File: src/rtl/key_beep_pkg.sv
// Shared state type, 50 MHz default timing and the per-key tone helper
// for the multi-key debounce/beep block.
package key_beep_pkg;

    typedef enum logic [0:0] {
        IDLE = 1'b0,
        TONE = 1'b1
    } state_e;

    localparam int unsigned CNT_MAX_DEFAULT   = 32'd999_999;
    localparam int unsigned BEEP_CNT_DEFAULT  = 32'd25_000_000;
    localparam int unsigned TONE_BASE_DEFAULT = 32'd50_000;
    localparam int unsigned TONE_STEP_DEFAULT = 32'd5_000;

    function automatic int unsigned half_period(
        input int unsigned idx,
        input int unsigned base,
        input int unsigned step
    );
        return base + idx * step;
    endfunction

endpackage

File: src/rtl/key_debounce.sv
// One active-low key: 2-FF synchroniser, debounce counter, debounced level
// (1 = pressed) and a single-cycle pulse on each debounced press.
module key_debounce #(
    parameter int unsigned CNT_MAX = 32'd999_999
) (
    input  logic clk,
    input  logic rst_n,
    input  logic key_i,
    output logic key_state_o,
    output logic key_press_o
);

    logic        sync1_q;
    logic        sync2_q;
    logic        state_q;
    logic        state_d;
    logic        press_q;
    logic        press_d;
    logic [19:0] cnt_q;
    logic [19:0] cnt_d;
    logic        s_s;

    assign s_s = ~sync2_q;

    // Synchroniser stages start at the released level so reset never looks like a press
    always_ff @(posedge clk) begin
        if (!rst_n) begin
            sync1_q <= 1'b1;
            sync2_q <= 1'b1;
            state_q <= 1'b0;
            press_q <= 1'b0;
            cnt_q   <= 20'd0;
        end else begin
            sync1_q <= key_i;
            sync2_q <= sync1_q;
            state_q <= state_d;
            press_q <= press_d;
            cnt_q   <= cnt_d;
        end
    end

    // Any bounce back to the current level restarts the stability window
    always_comb begin
        state_d = state_q;
        press_d = 1'b0;
        cnt_d   = cnt_q;
        if (s_s == state_q) begin
            cnt_d = 20'd0;
        end else if (cnt_q == 20'(CNT_MAX)) begin
            state_d = s_s;
            press_d = s_s;
            cnt_d   = 20'd0;
        end else begin
            cnt_d = cnt_q + 20'd1;
        end
    end

    assign key_state_o = state_q;
    assign key_press_o = press_q;

endmodule

File: src/rtl/key_beep_multi.sv
// Multi-key debouncer with a per-key-pitch tone burst on the buzzer.
// Optional `BEEP_HOLD_EN: the burst is extended while the selected key stays pressed.
module key_beep_multi
    import key_beep_pkg::*;
#(
    parameter int unsigned KEY_NUM   = 32'd4,
    parameter int unsigned CNT_MAX   = CNT_MAX_DEFAULT,
    parameter int unsigned BEEP_CNT  = BEEP_CNT_DEFAULT,
    parameter int unsigned TONE_BASE = TONE_BASE_DEFAULT,
    parameter int unsigned TONE_STEP = TONE_STEP_DEFAULT
) (
    input  logic               clk,
    input  logic               rst_n,
    input  logic [KEY_NUM-1:0] key,
    output logic [KEY_NUM-1:0] key_state,
    output logic [KEY_NUM-1:0] key_press,
    output logic               beep,
    output logic               busy
);

    localparam int unsigned HP_MAX = TONE_BASE + (KEY_NUM - 32'd1) * TONE_STEP;
    localparam int unsigned HP_W   = $clog2(HP_MAX + 32'd1);
    localparam int unsigned DUR_W  = $clog2(BEEP_CNT + 32'd1);
    localparam int unsigned SEL_W  = (KEY_NUM > 32'd1) ? $clog2(KEY_NUM) : 32'd1;

    state_e             state_q;
    state_e             state_d;
    logic [SEL_W-1:0]   sel_q;
    logic [SEL_W-1:0]   sel_d;
    logic [DUR_W-1:0]   dur_q;
    logic [DUR_W-1:0]   dur_d;
    logic [HP_W-1:0]    half_q;
    logic [HP_W-1:0]    half_d;
    logic               beep_q;
    logic               beep_d;
    logic [HP_W-1:0]    hp_s;
    logic               any_press_s;
    logic               dur_end_s;
    logic               half_end_s;
    logic               hold_s;

    for (genvar gi = 0; gi < int'(KEY_NUM); gi++) begin : g_key
        key_debounce #(
            .CNT_MAX (CNT_MAX)
        ) u_debounce (
            .clk         (clk),
            .rst_n       (rst_n),
            .key_i       (key[gi]),
            .key_state_o (key_state[gi]),
            .key_press_o (key_press[gi])
        );
    end

    function automatic logic [SEL_W-1:0] lowest_set(input logic [KEY_NUM-1:0] v);
        logic [SEL_W-1:0] idx;
        idx = {SEL_W{1'b0}};
        for (int i = int'(KEY_NUM) - 1; i >= 0; i--) begin
            if (v[i]) begin
                idx = SEL_W'(i);
            end
        end
        return idx;
    endfunction

    assign any_press_s = |key_press;
    assign hp_s        = HP_W'(half_period(32'(sel_q), TONE_BASE, TONE_STEP));
    assign dur_end_s   = (dur_q == DUR_W'(BEEP_CNT - 32'd1));
    assign half_end_s  = (half_q == (hp_s - HP_W'(1)));

`ifdef BEEP_HOLD_EN
    assign hold_s = key_state[sel_q];
`else
    assign hold_s = 1'b0;
`endif

    // State and burst datapath registers; reset silences the buzzer at once
    always_ff @(posedge clk) begin
        if (!rst_n) begin
            state_q <= IDLE;
            sel_q   <= {SEL_W{1'b0}};
            dur_q   <= {DUR_W{1'b0}};
            half_q  <= {HP_W{1'b0}};
            beep_q  <= 1'b0;
        end else begin
            state_q <= state_d;
            sel_q   <= sel_d;
            dur_q   <= dur_d;
            half_q  <= half_d;
            beep_q  <= beep_d;
        end
    end

    // Next state: a new press always (re)starts a burst, even on its last cycle
    always_comb begin
        state_d = state_q;
        case (state_q)
            IDLE: begin
                if (any_press_s) state_d = TONE;
                else             state_d = IDLE;
            end
            TONE: begin
                if (any_press_s)                 state_d = TONE;
                else if (dur_end_s && !hold_s)   state_d = IDLE;
                else                             state_d = TONE;
            end
            default: state_d = IDLE;
        endcase
    end

    // Burst outputs: the tone keeps running while a held burst parks dur_q at its end
    always_comb begin
        sel_d  = sel_q;
        dur_d  = dur_q;
        half_d = half_q;
        beep_d = beep_q;
        if (any_press_s) begin
            sel_d  = lowest_set(key_press);
            dur_d  = {DUR_W{1'b0}};
            half_d = {HP_W{1'b0}};
            beep_d = 1'b1;
        end else if (state_q == TONE) begin
            if (dur_end_s && !hold_s) begin
                dur_d  = {DUR_W{1'b0}};
                half_d = {HP_W{1'b0}};
                beep_d = 1'b0;
            end else begin
                if (dur_end_s) dur_d = dur_q;
                else           dur_d = dur_q + DUR_W'(1);
                if (half_end_s) begin
                    half_d = {HP_W{1'b0}};
                    beep_d = ~beep_q;
                end else begin
                    half_d = half_q + HP_W'(1);
                    beep_d = beep_q;
                end
            end
        end else begin
            dur_d  = {DUR_W{1'b0}};
            half_d = {HP_W{1'b0}};
            beep_d = 1'b0;
        end
    end

    assign beep = beep_q;
    assign busy = (state_q == TONE);

endmodule
File: config.mk
export PLATFORM = sky130hd
export DESIGN_NAME = key_beep_multi
export DESIGN_NICKNAME = d
export VERILOG_FILES = /design/src/rtl/key_beep_pkg.sv /design/src/rtl/key_debounce.sv /design/src/rtl/key_beep_multi.sv
export SDC_FILE = /design/constraint.sdc
export NUM_CORES = 1
export LEC_CHECK = 0
export CAP_MARGIN = 0
export CORE_MARGIN = 5
export CORE_UTILIZATION = 60
export DETAILED_ROUTE_END_ITERATION = 6
export PLACE_DENSITY = 0.76
export SETUP_SLACK_MARGIN = 0.4
export SKIP_CTS_REPAIR_TIMING = 1
export SKIP_LAST_GASP = 1
export SLEW_MARGIN = 40
export SYNTH_ARGS = -nofsm -noshare
export SYNTH_HDL_FRONTEND = slang
export SYNTH_SLANG_ARGS = --single-unit
export TNS_END_PERCENT = 10
File: constraint.sdc
create_clock -name clk -period 2.79 [get_ports clk]
set_input_delay 0.558 -clock clk [delete_from_list [all_inputs] [get_ports clk]]
set_output_delay 0.558 -clock clk [all_outputs]
set_load 0.005 [all_outputs]
==> qor.yml <==
start_util: 0.6115
drc: 0
rsz0062_at_grt: "false"
post_drt_via_cell_ratio: 5.335
synth-seq-area-share: 0.4512
dieArea_mm2: 0.01257
path_clk_slew_ns: 0.06
finClkSkew_ns: 0.006908
vdd_drop_max_mv: 0.4548
synthArstFlopShare: 0
grt_pass1_vias: 4516
crit_start: "sel_q[0]$_SDFFE_PN0P_"
synth-edff-count: 0
fin_tns_setup_ns: 0
hold_slack_ns: 0.4078
synth_top_area_cell: "dfxtp_1"
diodes: 0
chipHeight_um: 112.1
area_growth_syn_to_layout_pct: 13.06
ant_nets: 0
clkSinkCount: 141
yosys-top-cells-area: "dfxtp_1 (45%), xnor2_1 (9.9%), nor2_1 (8.2%)"
worst_pin_slew_ns: 0.6399
critical_path.endpoint: "half_q[5]$_SDFF_PP0_"
drv_cap: 0
grt_start_max_net_pins: 26
cts.path.max_buffers: 2
hp-class: "reg -> reg"
row_count: 37
outcome: "completed"
period_share: 0.8280
end_kind: "register"
ff2ff_setup_slack_ns: 0.48
cellPowerDensity_mw_per_mm2: 590.4
p_leak_nw: 2.209
antenna_found_initial: 0
reg2reg_depth: 9
slew_violations: 0
io_pins: 16
period_needed_ns: 2.310
wl_per_cell_um: 13.69
drive_gt1_frac: 0.08400
finalSetupViolations: 0
place_ws_ns: 0.3405
coreArea_mm2: 0.01023
syn_area_mm2: 0.006256
avgSynthCellArea_um2: 8.701
worstSetupPathType: "reg -> reg"
cts_max_level: 4
synth_ff_type: "dfxtp_1"
slew_headroom: 0.5734
synthCells: 719
drt_iter0_markers: 314
syn_nets: 737
clock_latency_ns: 0.53
grt_use_total: 0.1958
cts-root-buf: "clkbuf_8"
drt_first_pass_iters: 4
port_buffers: 15
fmax_mhz: 432.9
critPathArrivalTime_ns: 2.73
gp_congestion: 0.8452
grt_pass1_wl_um: 20470
hold_viol: 0
synth-seq-cells: 141
synth.distinct_cells: 46
cts_tree: "yes"
synth_warnings: 0
required_ns: 3.21
numCtsBuffers: 17
worstSetupStartpointType: "register"
r2r-start: "sel_q[0]$_SDFFE_PN0P_"
place_hpwl_um: 8123
drt-total-wl_um: 12130
synth_top_area_share: 0.4512
die_x_um: 112.1
vias: 4727
rr_endpoint: "half_q[5]$_SDFF_PP0_"
worst_slack_ns: 0.4798
grt-ovfl-total: 0
crit_fanout: 6
fin_nets: 755
==> cell families after synthesis <==
group	synth area share
and+or+nand+nor	0.2880
DFF	0.4512
xor gates and xnor gates	0.1568
buffers and inverters	0.04820
AOI/OAI and AO/OA	0.02700
adders and majority gates	0.02400
muxes	0.004800
==> synthesized netlist by cell type (12+ instances only) <==
cell type,count
nor2_1,136
dfxtp_1,141
and3_1,13
nand3_1,47
inv_1,36
nand2_1,39
nand4_1,20
xor2_1,41
ha_1,12
nor3_1,25
nor4_1,22
xnor2_1,71
==> how the worst min path moves through the flow <==
| stage | end | cells past startpoint | start |
|---|---|---|---|
| 2_1_floorplan | g_key[0].u_debounce.sync2_q$_SDFF_PN1_ | 1 | g_key[0].u_debounce.sync1_q$_SDFF_PN1_ |
| 3_3_place_gp | g_key[3].u_debounce.sync2_q$_SDFF_PN1_ | 1 | g_key[3].u_debounce.sync1_q$_SDFF_PN1_ |
| 4_1_cts | g_key[2].u_debounce.sync2_q$_SDFF_PN1_ | 1 | g_key[2].u_debounce.sync1_q$_SDFF_PN1_ |
| 5_1_grt | g_key[0].u_debounce.sync2_q$_SDFF_PN1_ | 1 | g_key[0].u_debounce.sync1_q$_SDFF_PN1_ |
| 3_5_place_dp | g_key[2].u_debounce.sync2_q$_SDFF_PN1_ | 1 | g_key[2].u_debounce.sync1_q$_SDFF_PN1_ |
| 6_report | g_key[0].u_debounce.sync2_q$_SDFF_PN1_ | 1 | g_key[0].u_debounce.sync1_q$_SDFF_PN1_ |
==> flip-flops by register name, summed over array words and instances, names as in the netlist <==
register / cells
g_key.u_debounce.cnt_q: 80
dur_q: 25
half_q: 16
g_key.u_debounce.key_press_o: 4
g_key.u_debounce.key_state_o: 4
g_key.u_debounce.sync1_q: 4
g_key.u_debounce.sync2_q: 4
sel_q: 2
beep: 1
busy: 1
==> layer usage <==
layer | vias up | global-route usage | routed length (µm)
met4 | 0 | 0.06811 | 184
met3 | 21 | 0.04582 | 433
met5 | - | 0 | 0
met2 | 70 | 0.3278 | 6003
li1 | 2431 | - | -
met1 | 2205 | 0.2485 | 5503
==> layout by cell type (no fill, tap or decap), drive strengths merged, types with 3 or more instances in the layout <==
cell type	netlist	routed
a21oi	10	10
and2	4	4
and3	13	13
and3b	3	3
and4	9	9
buf	17	11
clkbuf	10	21
clkdlybuf4s50	0	15
clkinv	0	4
clkinvlp	0	3
dfxtp	141	141
ha	12	12
inv	36	39
mux2i	3	3
nand2	39	39
nand2b	10	10
nand3	47	47
nand4	20	20
nor2	146	146
nor3	25	25
nor3b	3	3
nor4	22	22
o21ai	7	7
or3	10	10
xnor2	71	71
xor2	41	41
==> power breakdown <==
| part | switching (W) | total, W | internal [W] |
|---|---|---|---|
| Clock | 0.000876 | 0.00212 | 0.00124 |
| Combinational | 0.0000200 | 0.0000348 | 0.0000148 |
| Sequential | 0.00000502 | 0.00202 | 0.00202 |
==> stage by stage <==
stage	instance area (µm²)	utilization	cells	power, W
CTS	7014	0.6856	881	0.004209
global placement	6455	0.6309	849	0.002103
global route	7073	0.6913	886	0.004305
floorplan	6256	-	719	0.002090
finish	7073	0.6913	886	0.004176
detailed placement	6455	0.6309	849	0.002105
==> area by class of cell <==
cell class	count	area, µm²
fill	831	3158
multi-input combinational	515	3148
sequential	141	2828
clock buffer	21	449.2
timing repair buffer	26	232.7
tap	136	170.2
inverter	36	135.1
clock inverter	11	110.1
==> critical path, cell delays in order, from the launching register on <==
cell and delay, ns:
dfxtp_4 0.38, inv_1 0.08, ha_1 0.23, ha_1 0.34, xor2_2 0.17, nand2_1 0.09, or4_4 0.46, o21bai_4 0.21
buf_4 0.19, nor2_1 0.05
(Power assumes the default switching activity.)
